[src/rtl/ub_master.sv]
// ub_master: ARM-register-controlled UNIBUS master. It requests the bus with
// NPR, runs one DATI/DATO/DATOB cycle with deskew/settle timing and slave
// handshake timeouts, and reports status and read data back to the ARM.
module ub_master #(
  parameter int DESKEW  = 15,
  parameter int TIMEOUT = 1000
) (
  input  logic        CLOCK,
  input  logic        RESET_N,
  input  logic        armwrite,
  input  logic [1:0]  armraddr,
  input  logic [1:0]  armwaddr,
  input  logic [31:0] armwdata,
  output logic [31:0] armrdata,
  input  logic        init_in_h,
  input  logic        npg_in_h,
  input  logic        bbsy_in_h,
  input  logic        ssyn_in_h,
  input  logic [15:0] d_in_h,
  output logic        npr_out_h,
  output logic        sack_out_h,
  output logic        bbsy_out_h,
  output logic        msyn_out_h,
  output logic [17:0] a_out_h,
  output logic [1:0]  c_out_h,
  output logic [15:0] d_out_h
);

  localparam int CW = $clog2(DESKEW + 2);
  localparam int TW = $clog2(TIMEOUT + 2);

  typedef enum logic [2:0] {
    ST_IDLE,
    ST_REQ,
    ST_SEL,
    ST_SETUP,
    ST_MSYN,
    ST_RELEASE,
    ST_SETTLE
  } state_t;

  state_t        state_reg, state_next;
  logic          busy_reg, busy_next;
  logic          timeout_err_reg, timeout_err_next;
  logic [17:0]   addr_reg, addr_next;
  logic [1:0]    c_reg, c_next;
  logic [15:0]   wdata_reg, wdata_next;
  logic [15:0]   rdata_reg, rdata_next;
  logic [15:0]   lastwait_reg, lastwait_next;
  logic [15:0]   wait_reg, wait_next;
  logic [CW-1:0] counter_reg, counter_next;
  logic [TW-1:0] timer_reg, timer_next;

  logic          npr_reg, npr_next;
  logic          sack_reg, sack_next;
  logic          bbsy_reg, bbsy_next;
  logic          msyn_reg, msyn_next;
  logic [17:0]   a_reg, a_next;
  logic [1:0]    c_out_reg, c_out_next;
  logic [15:0]   d_out_reg, d_out_next;

  // Bits of the reg1 write word that carry no meaning.
  logic unused_wdata_bits;
  assign unused_wdata_bits = &{1'b0, armwdata[30], armwdata[27:18]};

  assign npr_out_h  = npr_reg;
  assign sack_out_h = sack_reg;
  assign bbsy_out_h = bbsy_reg;
  assign msyn_out_h = msyn_reg;
  assign a_out_h    = a_reg;
  assign c_out_h    = c_out_reg;
  assign d_out_h    = d_out_reg;

  // ARM read-back mux, combinational from armraddr.
  always_comb begin
    armrdata = 32'h0;
    case (armraddr)
      2'd0: armrdata = 32'h554D1002;
      2'd1: armrdata = {busy_reg, timeout_err_reg, c_reg, 10'b0, addr_reg};
      2'd2: armrdata = {rdata_reg, wdata_reg};
      default: armrdata = {16'b0, lastwait_reg};
    endcase
  end

  // Next-state and next-output logic: ARM register loads, bus sequencing, INIT override.
  always_comb begin
    state_next       = state_reg;
    busy_next        = busy_reg;
    timeout_err_next = timeout_err_reg;
    addr_next        = addr_reg;
    c_next           = c_reg;
    wdata_next       = wdata_reg;
    rdata_next       = rdata_reg;
    lastwait_next    = lastwait_reg;
    wait_next        = wait_reg;
    counter_next     = counter_reg;
    timer_next       = timer_reg;
    npr_next         = npr_reg;
    sack_next        = sack_reg;
    bbsy_next        = bbsy_reg;
    msyn_next        = msyn_reg;
    a_next           = a_reg;
    c_out_next       = c_out_reg;
    d_out_next       = d_out_reg;

    // Register loads only happen while idle; busy is set exactly when the FSM leaves IDLE.
    if (armwrite && !busy_reg) begin
      case (armwaddr)
        2'd1: begin
          timeout_err_next = 1'b0;
          if (armwdata[31]) begin
            addr_next  = armwdata[17:0];
            c_next     = armwdata[29:28];
            busy_next  = 1'b1;
            npr_next   = 1'b1;
            state_next = ST_REQ;
          end
        end
        2'd2: wdata_next = armwdata[15:0];
        default: ;
      endcase
    end

    case (state_reg)
      ST_REQ: begin
        if (npg_in_h) begin
          sack_next  = 1'b1;
          npr_next   = 1'b0;
          state_next = ST_SEL;
        end
      end
      ST_SEL: begin
        // Become bus master only once grant, other master and previous slave have all let go.
        if (!npg_in_h && !bbsy_in_h && !ssyn_in_h) begin
          bbsy_next    = 1'b1;
          sack_next    = 1'b0;
          a_next       = addr_reg;
          c_out_next   = c_reg;
          d_out_next   = c_reg[1] ? wdata_reg : 16'h0;
          counter_next = CW'(DESKEW);
          state_next   = ST_SETUP;
        end
      end
      ST_SETUP: begin
        if (counter_reg <= CW'(1)) begin
          counter_next = '0;
          msyn_next    = 1'b1;
          timer_next   = TW'(TIMEOUT);
          wait_next    = 16'h0;
          state_next   = ST_MSYN;
        end else begin
          counter_next = counter_reg - CW'(1);
        end
      end
      ST_MSYN: begin
        if (ssyn_in_h) begin
          if (!c_reg[1]) rdata_next = d_in_h;
          lastwait_next = (wait_reg == 16'hFFFF) ? 16'hFFFF : wait_reg + 16'h1;
          msyn_next     = 1'b0;
          timer_next    = TW'(TIMEOUT);
          state_next    = ST_RELEASE;
        end else if (timer_reg <= TW'(1)) begin
          msyn_next        = 1'b0;
          timeout_err_next = 1'b1;
          timer_next       = TW'(TIMEOUT);
          state_next       = ST_RELEASE;
        end else begin
          timer_next = timer_reg - TW'(1);
          wait_next  = (wait_reg == 16'hFFFF) ? 16'hFFFF : wait_reg + 16'h1;
        end
      end
      ST_RELEASE: begin
        if (!ssyn_in_h) begin
          counter_next = CW'(DESKEW);
          state_next   = ST_SETTLE;
        end else if (timer_reg <= TW'(1)) begin
          timeout_err_next = 1'b1;
          counter_next     = CW'(DESKEW);
          state_next       = ST_SETTLE;
        end else begin
          timer_next = timer_reg - TW'(1);
        end
      end
      ST_SETTLE: begin
        if (counter_reg <= CW'(1)) begin
          counter_next = '0;
          a_next       = 18'h0;
          c_out_next   = 2'b0;
          d_out_next   = 16'h0;
          bbsy_next    = 1'b0;
          busy_next    = 1'b0;
          state_next   = ST_IDLE;
        end else begin
          counter_next = counter_reg - CW'(1);
        end
      end
      default: ;
    endcase

    // Bus INIT aborts whatever is in progress; an interrupted cycle is reported as an error.
    if (init_in_h) begin
      if (busy_reg) timeout_err_next = 1'b1;
      busy_next    = 1'b0;
      state_next   = ST_IDLE;
      npr_next     = 1'b0;
      sack_next    = 1'b0;
      bbsy_next    = 1'b0;
      msyn_next    = 1'b0;
      a_next       = 18'h0;
      c_out_next   = 2'b0;
      d_out_next   = 16'h0;
      counter_next = '0;
    end
  end

  // State and output registers with synchronous active-low reset.
  always_ff @(posedge CLOCK) begin
    if (!RESET_N) begin
      state_reg       <= ST_IDLE;
      busy_reg        <= 1'b0;
      timeout_err_reg <= 1'b0;
      addr_reg        <= 18'h0;
      c_reg           <= 2'b0;
      wdata_reg       <= 16'h0;
      rdata_reg       <= 16'h0;
      lastwait_reg    <= 16'h0;
      wait_reg        <= 16'h0;
      counter_reg     <= '0;
      timer_reg       <= '0;
      npr_reg         <= 1'b0;
      sack_reg        <= 1'b0;
      bbsy_reg        <= 1'b0;
      msyn_reg        <= 1'b0;
      a_reg           <= 18'h0;
      c_out_reg       <= 2'b0;
      d_out_reg       <= 16'h0;
    end else begin
      state_reg       <= state_next;
      busy_reg        <= busy_next;
      timeout_err_reg <= timeout_err_next;
      addr_reg        <= addr_next;
      c_reg           <= c_next;
      wdata_reg       <= wdata_next;
      rdata_reg       <= rdata_next;
      lastwait_reg    <= lastwait_next;
      wait_reg        <= wait_next;
      counter_reg     <= counter_next;
      timer_reg       <= timer_next;
      npr_reg         <= npr_next;
      sack_reg        <= sack_next;
      bbsy_reg        <= bbsy_next;
      msyn_reg        <= msyn_next;
      a_reg           <= a_next;
      c_out_reg       <= c_out_next;
      d_out_reg       <= d_out_next;
    end
  end

endmodule

[config.mk]
export PLATFORM = sky130hd
export DESIGN_NAME = ub_master
export DESIGN_NICKNAME = d
export VERILOG_FILES = /design/src/rtl/ub_master.sv
export SDC_FILE = /design/constraint.sdc
export NUM_CORES = 1
export LEC_CHECK = 0
export CAP_MARGIN = 40
export CORE_ASPECT_RATIO = 1.5
export CORE_MARGIN = 4
export CORE_UTILIZATION = 56
export DETAILED_ROUTE_END_ITERATION = 10
export HOLD_SLACK_MARGIN = 0.03
export PLACE_DENSITY = 0.85
export SKIP_LAST_GASP = 1
export SLEW_MARGIN = 20
export SYNTH_ARGS = -nofsm -noshare
export SYNTH_HDL_FRONTEND = slang
export SYNTH_SLANG_ARGS = --single-unit
[constraint.sdc]
create_clock -name CLOCK -period 5.8 [get_ports CLOCK]
set_input_delay 1.74 -clock CLOCK [delete_from_list [all_inputs] [get_ports CLOCK]]
set_output_delay 1.74 -clock CLOCK [all_outputs]
set_load 0.02 [all_outputs]
; ---- Yosys cells after proc, flatten, opt, wreduce, memory -nomap -nowiden
; Index checks and enable logic that the tools add are counted.
; Widths: inputs -> output; s select.
[word_totals]
ff_bits = 144
wordCells = 137
n_memories = 0
latchBits = 0
ram_bits = 0
rom_bits = 0
in_bits = 59
[classes]
multipliers = 0
magnitude_cmp = 2
reduce_logical = 25
bitwise_logic = 2
addsub = 3
shift = 0
div_mod_pow = 0
eq_ne = 21
muxes = 66
[op_table]
columns = op, count
row1 = $mux 16, 6
row2 = $pmux 32 s3, 1
row3 = $pmux 16 s2, 2
row4 = $mux 10, 5
row5 = $mux 18, 2
row6 = $pmux 18 s2, 1
row7 = $mux 3, 11
row8 = $pmux 10 s3, 1
row9 = $mux 1, 24
row10 = $mux 5, 4
row11 = $pmux 3 s6, 1
row12 = $reduce_and 3->1, 6
row13 = $add 16x1->16 const B, 1
row14 = $eq 16x16->1 const B, 1
row15 = $ne 2x2->1 const B, 8
row16 = $pmux 5 s3, 1
row17 = $le 10x1->1 const B, 1
row18 = $sub 10x1->10 const B, 1
row19 = $eq 3x3->1 const B, 3
row20 = $pmux 1 s2, 4
row21 = $reduce_and 4->1, 2
row22 = $eq 3x2->1 const B, 2
row23 = $ne 3x3->1 const B, 2
row24 = $reduce_bool 2->1, 3
row25 = 14 further kinds, 26

; ---- Longest topological paths before layout
; Gate-level depths: netlist (run 1).
[depth]
ltp_word = 8
depth_mapped = 10
ltp_nobuf = 7

; ---- Worst setup path after synthesis (run 1)
; No wires, ideal clock.
[synth_timing]
path_type = input -> output
startpoint = input port armraddr[0]
endpoint = output port armrdata[12]
arrival_ps = 3170
required_time_ps = 4060
setup_slack_ps = 890
path_stages = 5
path_buffers = 3
cell_sequence = clkbuf_1 > clkbuf_1 > clkbuf_1 > mux2i_1 > a22oi_1
[synth_via]
elab_chain_len = 2
[synth_lines]
columns = item, line_no
row1 = "start, declared", 11  ; input logic [1:0] armraddr,
row2 = "$eq 2x2->1, or another cell as far along", 77  ; case (armraddr)
row3 = $pmux 32 s3 *, 77
row4 = "end, declared", 14  ; output logic [31:0] armrdata,
; Mark *: on every way between the ends. The rest lies on a longest branch, timed or not.

; ---- Worst setup path in the final report (run 1)
[layout_timing]
startpoint = input port armraddr[0]
endpoint = output port armrdata[0]
; The elaborated chain is that of the path after synthesis.

==> results of run 1 <==
-- how the worst max path moves through the flow --
stage / startpoint / to / slack, ps
after floorplan: armraddr[0] / armrdata[12] / 890
after global placement: armraddr[0] / armrdata[0] / 380
after detailed placement: armraddr[0] / armrdata[23] / 340
after CTS: armraddr[0] / armrdata[17] / 300
after global routing: armraddr[0] / armrdata[31] / 230
final: armraddr[0] / armrdata[0] / 280
-- per-layer routing --
layer | vias up | share of wire (%) | global-route usage, %
met2 | 375 | 51 | 51.7
met4 | 0 | 4.1 | 13.4
met5 | - | 0 | 0
li1 | 2998 | - | -
met1 | 3073 | 37 | 35.3
met3 | 74 | 7.7 | 7.25
-- stage by stage --
step	util, %	hold WS [ps]	total power (W)
after global routing	73.5	474	0.00235
after global placement	67.8	441	0.00114
after floorplan	-	432	0.00108
final	73.5	454	0.00230
after CTS	73.5	457	0.00229
after detailed placement	68.0	448	0.00115
-- Yosys cell counts (3+ instances only) --
master and instances:
o211ai_1 3, nor3_1 17, clkbuf_1 41, nor4_1 4
and3_1 9, nand2b_1 7, xnor2_1 4, a311oi_1 5
buf_2 6, a32o_1 3, mux2_2 14, nor2_1 45
o31a_1 3, mux2i_1 4, nand2_1 133, or2_2 4
o21bai_1 3, o2bb2ai_1 3, buf_1 3, inv_1 18
nor2b_1 11, a31oi_1 15, o221a_2 3, o31ai_1 4
a22oi_1 19, xor2_1 6, nand4_1 8, o21ai_0 31
or3_2 3, a211oi_1 4, a21oi_1 94, nand3_1 12
or3_1 3, dfxtp_1 144, and4_1 4, a22o_1 36
and2_1 9, ha_1 5
-- placed cells by master (no fill, tap or decap), drive strengths merged, types with 4 or more instances in the layout --
cell           count
bufinv             4
o31a               4
a22o              36
mux2              14
clkinv             5
mux2i              4
xor2               6
clkdlybuf4s50    119
ha                 5
nor2              47
nor3              18
and4               4
a311oi             6
xnor2              4
a31oi             15
a22oi             19
nor4               5
or2                4
o31ai              4
o21ai             33
and2               9
o41ai              4
nand2            134
nand2b             7
or3                6
clkbuf            20
nand4              8
a211oi             4
inv               21
dfxtp            144
and3               9
a21oi             95
nor2b             12
nand3             13
buf               13
-- where the power goes --
group	total (W)	internal, W	leakage [nW]	switching, W
logic	0.000126	0.0000573	1.54	0.0000685
registers	0.00100	0.000996	1.16	0.00000715
clock network	0.00117	0.000733	0.304	0.000435
total	0.00230	0.00179	3.01	0.000511
-- logic make-up after synthesis --
family / Yosys count / share of synthesized area [%]
buffers and inverters: 73 / 4.83
xor gates and xnor gates: 10 / 1.34
muxes: 18 / 3.01
AOI/OAI and AO/OA: 244 / 25.0
and+or+nand+nor: 285 / 20.9
DFF: 144 / 44.0
adders and majority gates: 5 / 0.954
-- layout make-up --
class | count | area, um2
antenna | 1 | 2.50
tap | 150 | 188
sequential | 144 | 2880
inverter | 19 | 71.3
clock buffer | 19 | 443
multi-input combinational | 562 | 3360
timing repair buffer | 133 | 1300
clock inverter | 13 | 185
fill | 830 | 3040
-- worst min-delay path, stage by stage, from the launching register on --
cell and delay (ps):
dfxtp_1 310, nand2_1 50, a21oi_1 50
==> impl_metrics.csv, run 1 <==
group,metric,value,unit
cts,cts_buffers,17,
placed_design,dp_slack,337,ps
setup_path,critical_path_arrival,3780,ps
yosys,synth_top_area_cell,"dfxtp_1",
cts,post_cts_buffers,0,
sta,worstMarginPinSlew,847,ps
setup_path,path_common_cell,"clkdlybuf4s50_1",
placed_design,dp_hpwl,13.9,mm
route,avgRoutedWirePerCell,19.6,um
yosys,synthArstFlopShare,0,%
yosys,ys_seq_area_share,44.0,%
status,status,"finished, final reports clean",
sta,drv_slew,0,
setup_path,r2r_cells,5,
worst_hold_path,worstHoldPathType,"reg2reg",
sta,finalCritPeriodShare,95.2,%
placed_design,gp_congestion,0.920,
cts,cts_tree,"done",
cells_and_area,layout-area-overhead-vs-synth,28.6,%
job,maxCapViolCount,0,
global_route,grt_pass1_vias,6304,
route,drt_iter0_markers,556,
setup_path,worstPathMaxFanout,8,
setup_path,slowest_stage,"clkdlybuf4s50_1",
power_and_ir_drop,p_per_area,272,nW/um2
sta,setup_tns,0,ps
setup_path,rrSetupSlack,3190,ps
placed_design,postPlaceCellArea,7800,um2
placed_design,numPlacedInstances,1007,
worst_hold_path,whs_endpoint,"rdata_reg[9]$_SDFFE_PN0P_",
yosys,synth_fp_nets,843,
floorplan,ios,131,
route,ant_nets,0,
worst_hold_path,min-delay-start,"rdata_reg[9]$_SDFFE_PN0P_",
floorplan,dieWidth,96.4,um
setup_path,crit_path_start_kind,"primary input",
setup_path,rr_startpoint,"state_reg[2]$_SDFF_PP0_",
yosys,synth-seq-cells,144,
yosys,synth_area_leaders,"dfxtp_1, nand2_1, a21oi_1",
yosys,synth_ff_type,"dfxtp_1",
cts,cts-root-buf,"clkbuf_16",
yosys,synth.cell_area,6560,um2
route,drc,0,
sta,rsz0062_at_grt,"false",
cts,insertion_delay,420,ps
floorplan,core,11500,um2
global_route,grt_pass1_wl,32.1,mm
cells_and_area,nets,941,
cells_and_area,drive_above_1_share,10.1,%
sta,slew_headroom,43.5,%
sta,finClkSkew,6.49,ps
sta,setup_viol,0,
floorplan,die_area,13500,um2
setup_path,worst-path-buf-inv,3,
worst_hold_path,hold_depth,2,
floorplan,dieHeight,141,um
cts,hold_buffers,0,
yosys,syn_area_per_cell,8.42,um2
setup_path,critPathMaxStageDelay,620,ps
setup_path,endpoint_kind,"output port",
global_route,grt_max_degree,73,
cts,htreeDepth,4,
route,drt-vias-per-instance,6.26,
cells_and_area,postLayoutCellArea,8430,um2
setup_path,path_cells,"clkdlybuf4s50_1, nor2b_1, buf_4, a22o_1, clkdlybuf4s50_1",
yosys,yosys.area.top_type_share,44.0,%
cts,clkTransAtPathRegs,60,ps
route,routed_wirelength,20.4,mm
power_and_ir_drop,leakage,3.01,nW
yosys,netlist_instances,779,
setup_path,crit_type,"in2out",
yosys,synth.distinct_cells,69,
cts,cts_resized,0,
cells_and_area,final_cells,1041,
setup_path,rr_endpoint,"a_out_h[15]$_SDFFE_PP0P_",
route,num_vias,6520,
yosys,ys_warn_count,0,
setup_path,crit_family,"buffers and inverters",
cts,clk_path_buf_depth,2,
setup_path,cp.depth,5,
sta,layout_setup_ws,277,ps
placed_design,io_buffers,119,
global_route,antenna_found_initial,0,
setup_path,required,4060,ps
route,firstDrtPassIters,6,
sta,fmax,181,MHz
floorplan,start_util,57.2,%
global_route,gr-total-overflow,0,
sta,finalWorstPathRequiredPeriod,5520,ps
cts,clkSinkCount,144,
yosys,synth_edf_count,0,
power_and_ir_drop,vdd_ir_drop_max,255,uV
sta,hold_viol,0,
global_route,track_usage,30.3,%
floorplan,num_rows,48,
Note: power is estimated with default switching activity, not from simulation.
==> run 2: changes to the inputs <==
CTS_CLUSTER_SIZE = 8   (was not set)
GPL_ROUTABILITY_DRIVEN = 0   (was not set)
==> run 2 against run 1 <==
  * Clock power shrank 3%
  * Power fell by 1.6%
  * Count of clock-buffer cells in the layout is 2 lower
  * Non-clock buffer count fell by 1
  * Via count grew 1.4%
  * Worst hold slack improved by 6.9 ps
  * Cell area down 0.13%
  * Setup slack gained 75 ps
  * Critical path depth is the same
  * Die area unchanged
  * Cell count shrank 0.19%
  * Core utilization fell by 0.098 points
==> impl_metrics.csv, run 2 (same netlist as run 1, synthesis figures left out) <==
group,metric,value,unit
status,status,"finished, final reports clean",
placed_design,numPlacedInstances,1007,
route,drt_iter0_markers,702,
route,wl_met2,10.4,mm
power_and_ir_drop,p_per_area,268,nW/um2
setup_path,r2r_cells,6,
cts,cts-root-buf,"clkbuf_16",
cells_and_area,fillers,835,
cts,cts_tree,"done",
global_route,grt_pass1_vias,6612,
cells_and_area,layout_common_cells,"dfxtp_1, nand2_1, clkdlybuf4s50_1",
setup_path,rrSetupSlack,3180,ps
route,drt-vias-per-instance,6.36,
setup_path,cp.depth,5,
global_route,grt_max_degree,73,
setup_path,path_cells,"clkdlybuf4s50_1, buf_4, nor2b_1, a22o_1, clkdlybuf4s50_1",
setup_path,cp-endpoint,"armrdata[29]",
route,routed_wirelength,20.5,mm
worst_hold_path,worstHoldPathType,"reg2reg",
cells_and_area,drive_above_1_share,10.1,%
sta,slew_headroom,41.9,%
setup_path,slowest_stage,"clkdlybuf4s50_1",
sta,setup_tns,0,ps
global_route,gr-total-overflow,0,
placed_design,postPlaceCellArea,7810,um2
setup_path,rr_endpoint,"rdata_reg[8]$_SDFFE_PN0P_",
cells_and_area,final_cells,1039,
floorplan,ios,131,
cts,insertion_delay,430,ps
setup_path,crit_start,"armraddr[0]",
setup_path,crit_family,"buffers and inverters",
floorplan,core,11500,um2
setup_path,worst-path-buf-inv,3,
cells_and_area,postLayoutCellArea,8420,um2
route,wl_met3,1.60,mm
placed_design,dp_hpwl,13.9,mm
setup_path,rr_startpoint,"state_reg[2]$_SDFF_PP0_",
setup_path,worstPathMaxFanout,8,
cells_and_area,nets,940,
sta,rsz0062_at_grt,"false",
cts,hold_buffers,0,
floorplan,dieWidth,96.4,um
sta,finalWorstPathRequiredPeriod,5450,ps
sta,finClkSkew,14.3,ps
route,met1Wirelength,7.53,mm
sta,drv_slew,0,
cells_and_area,layout-area-overhead-vs-synth,28.4,%
power_and_ir_drop,leakage,3.00,nW
sta,fmax,184,MHz
cts,clkSinkCount,144,
cts,clkTransAtPathRegs,70,ps
floorplan,start_util,57.2,%
floorplan,die_area,13500,um2
global_route,track_usage,30.4,%
route,drc,0,
route,ant_nets,0,
setup_path,crit_type,"in2out",
cts,cts_resized,0,
setup_path,endpoint_kind,"output port",
sta,finalCritPeriodShare,93.9,%
setup_path,required,4060,ps
sta,whs,461,ps
cts,cts_buffers,17,
placed_design,io_buffers,119,
route,highest_layer,"met4",
cts,post_cts_buffers,0,
cells_and_area,antenna_cells,0,
sta,layout_setup_ws,352,ps
setup_path,crit_path_start_kind,"primary input",
global_route,grt_pass1_wl,32.5,mm
route,avgRoutedWirePerCell,19.7,um
setup_path,path_common_cell,"clkdlybuf4s50_1",
route,num_vias,6610,
floorplan,num_rows,48,
cts,htreeDepth,4,
sta,setup_viol,0,
setup_path,critical_path_arrival,3710,ps
sta,worstMarginPinSlew,865,ps
job,maxCapViolCount,0,
floorplan,dieHeight,141,um
power_and_ir_drop,vdd_ir_drop_max,199,uV
route,firstDrtPassIters,5,
global_route,antenna_found_initial,0,
sta,hold_viol,0,
cells_and_area,final_common_cell,"dfxtp_1",
setup_path,critPathMaxStageDelay,620,ps
cts,clk_path_buf_depth,2,
placed_design,dp_slack,390,ps
worst_hold_path,min-delay-start,"rdata_reg[2]$_SDFFE_PN0P_",
==> run 2: cell type report <==
| cell class | instances | area, um2 | share of cell area, % |
|---|---|---|---|
| repair buffers | 132 | 1300 | 15.4 |
| flip-flops and latches | 144 | 2880 | 34.2 |
| multi-input cells | 562 | 3360 | 39.9 |
| clock inverters | 15 | 191 | 2.27 |
| well taps | 150 | 188 | 2.23 |
| inverters | 19 | 71.3 | 0.847 |
| clock buffers | 17 | 425 | 5.05 |
==> run 2: routing by layer <==
layer  up-vias  GRT usage (%)
met5         -              0
met4         0           14.8
li1       2987              -
met2       375           51.9
met3        89           7.85
met1      3159           34.4
==> run 2: power breakdown <==
part	total (W)	switching [W]	leakage, nW	internal (W)
sequential	0.00100	0.00000689	1.16	0.000995
clock	0.00113	0.000510	0.298	0.000623
combinational	0.000125	0.0000681	1.54	0.0000574
==> run 2: tightest hold or removal path, cell delays in order (launching register included) <==
cell	delay (ps)
dfxtp_1	310
nand2_1	50
a21oi_1	60
==> run 2: worst min path at each step <==
stage               slack [ps]                    endpoint  cells after the start
floorplan                  430  rdata_reg[11]$_SDFFE_PN0P_                      2
global placement           440   rdata_reg[9]$_SDFFE_PN0P_                      2
detailed placement         450   rdata_reg[8]$_SDFFE_PN0P_                      2
CTS                        460   rdata_reg[2]$_SDFFE_PN0P_                      2
global route               480   rdata_reg[5]$_SDFFE_PN0P_                      2
finish                     460   rdata_reg[2]$_SDFFE_PN0P_                      2
==> run 2: stage by stage <==
| step | util [%] | total power (W) |
|---|---|---|
| floorplan | - | 0.00108 |
| global placement | 67.8 | 0.00114 |
| detailed placement | 68.1 | 0.00115 |
| CTS | 73.4 | 0.00226 |
| global route | 73.4 | 0.00232 |
| finish | 73.4 | 0.00226 |
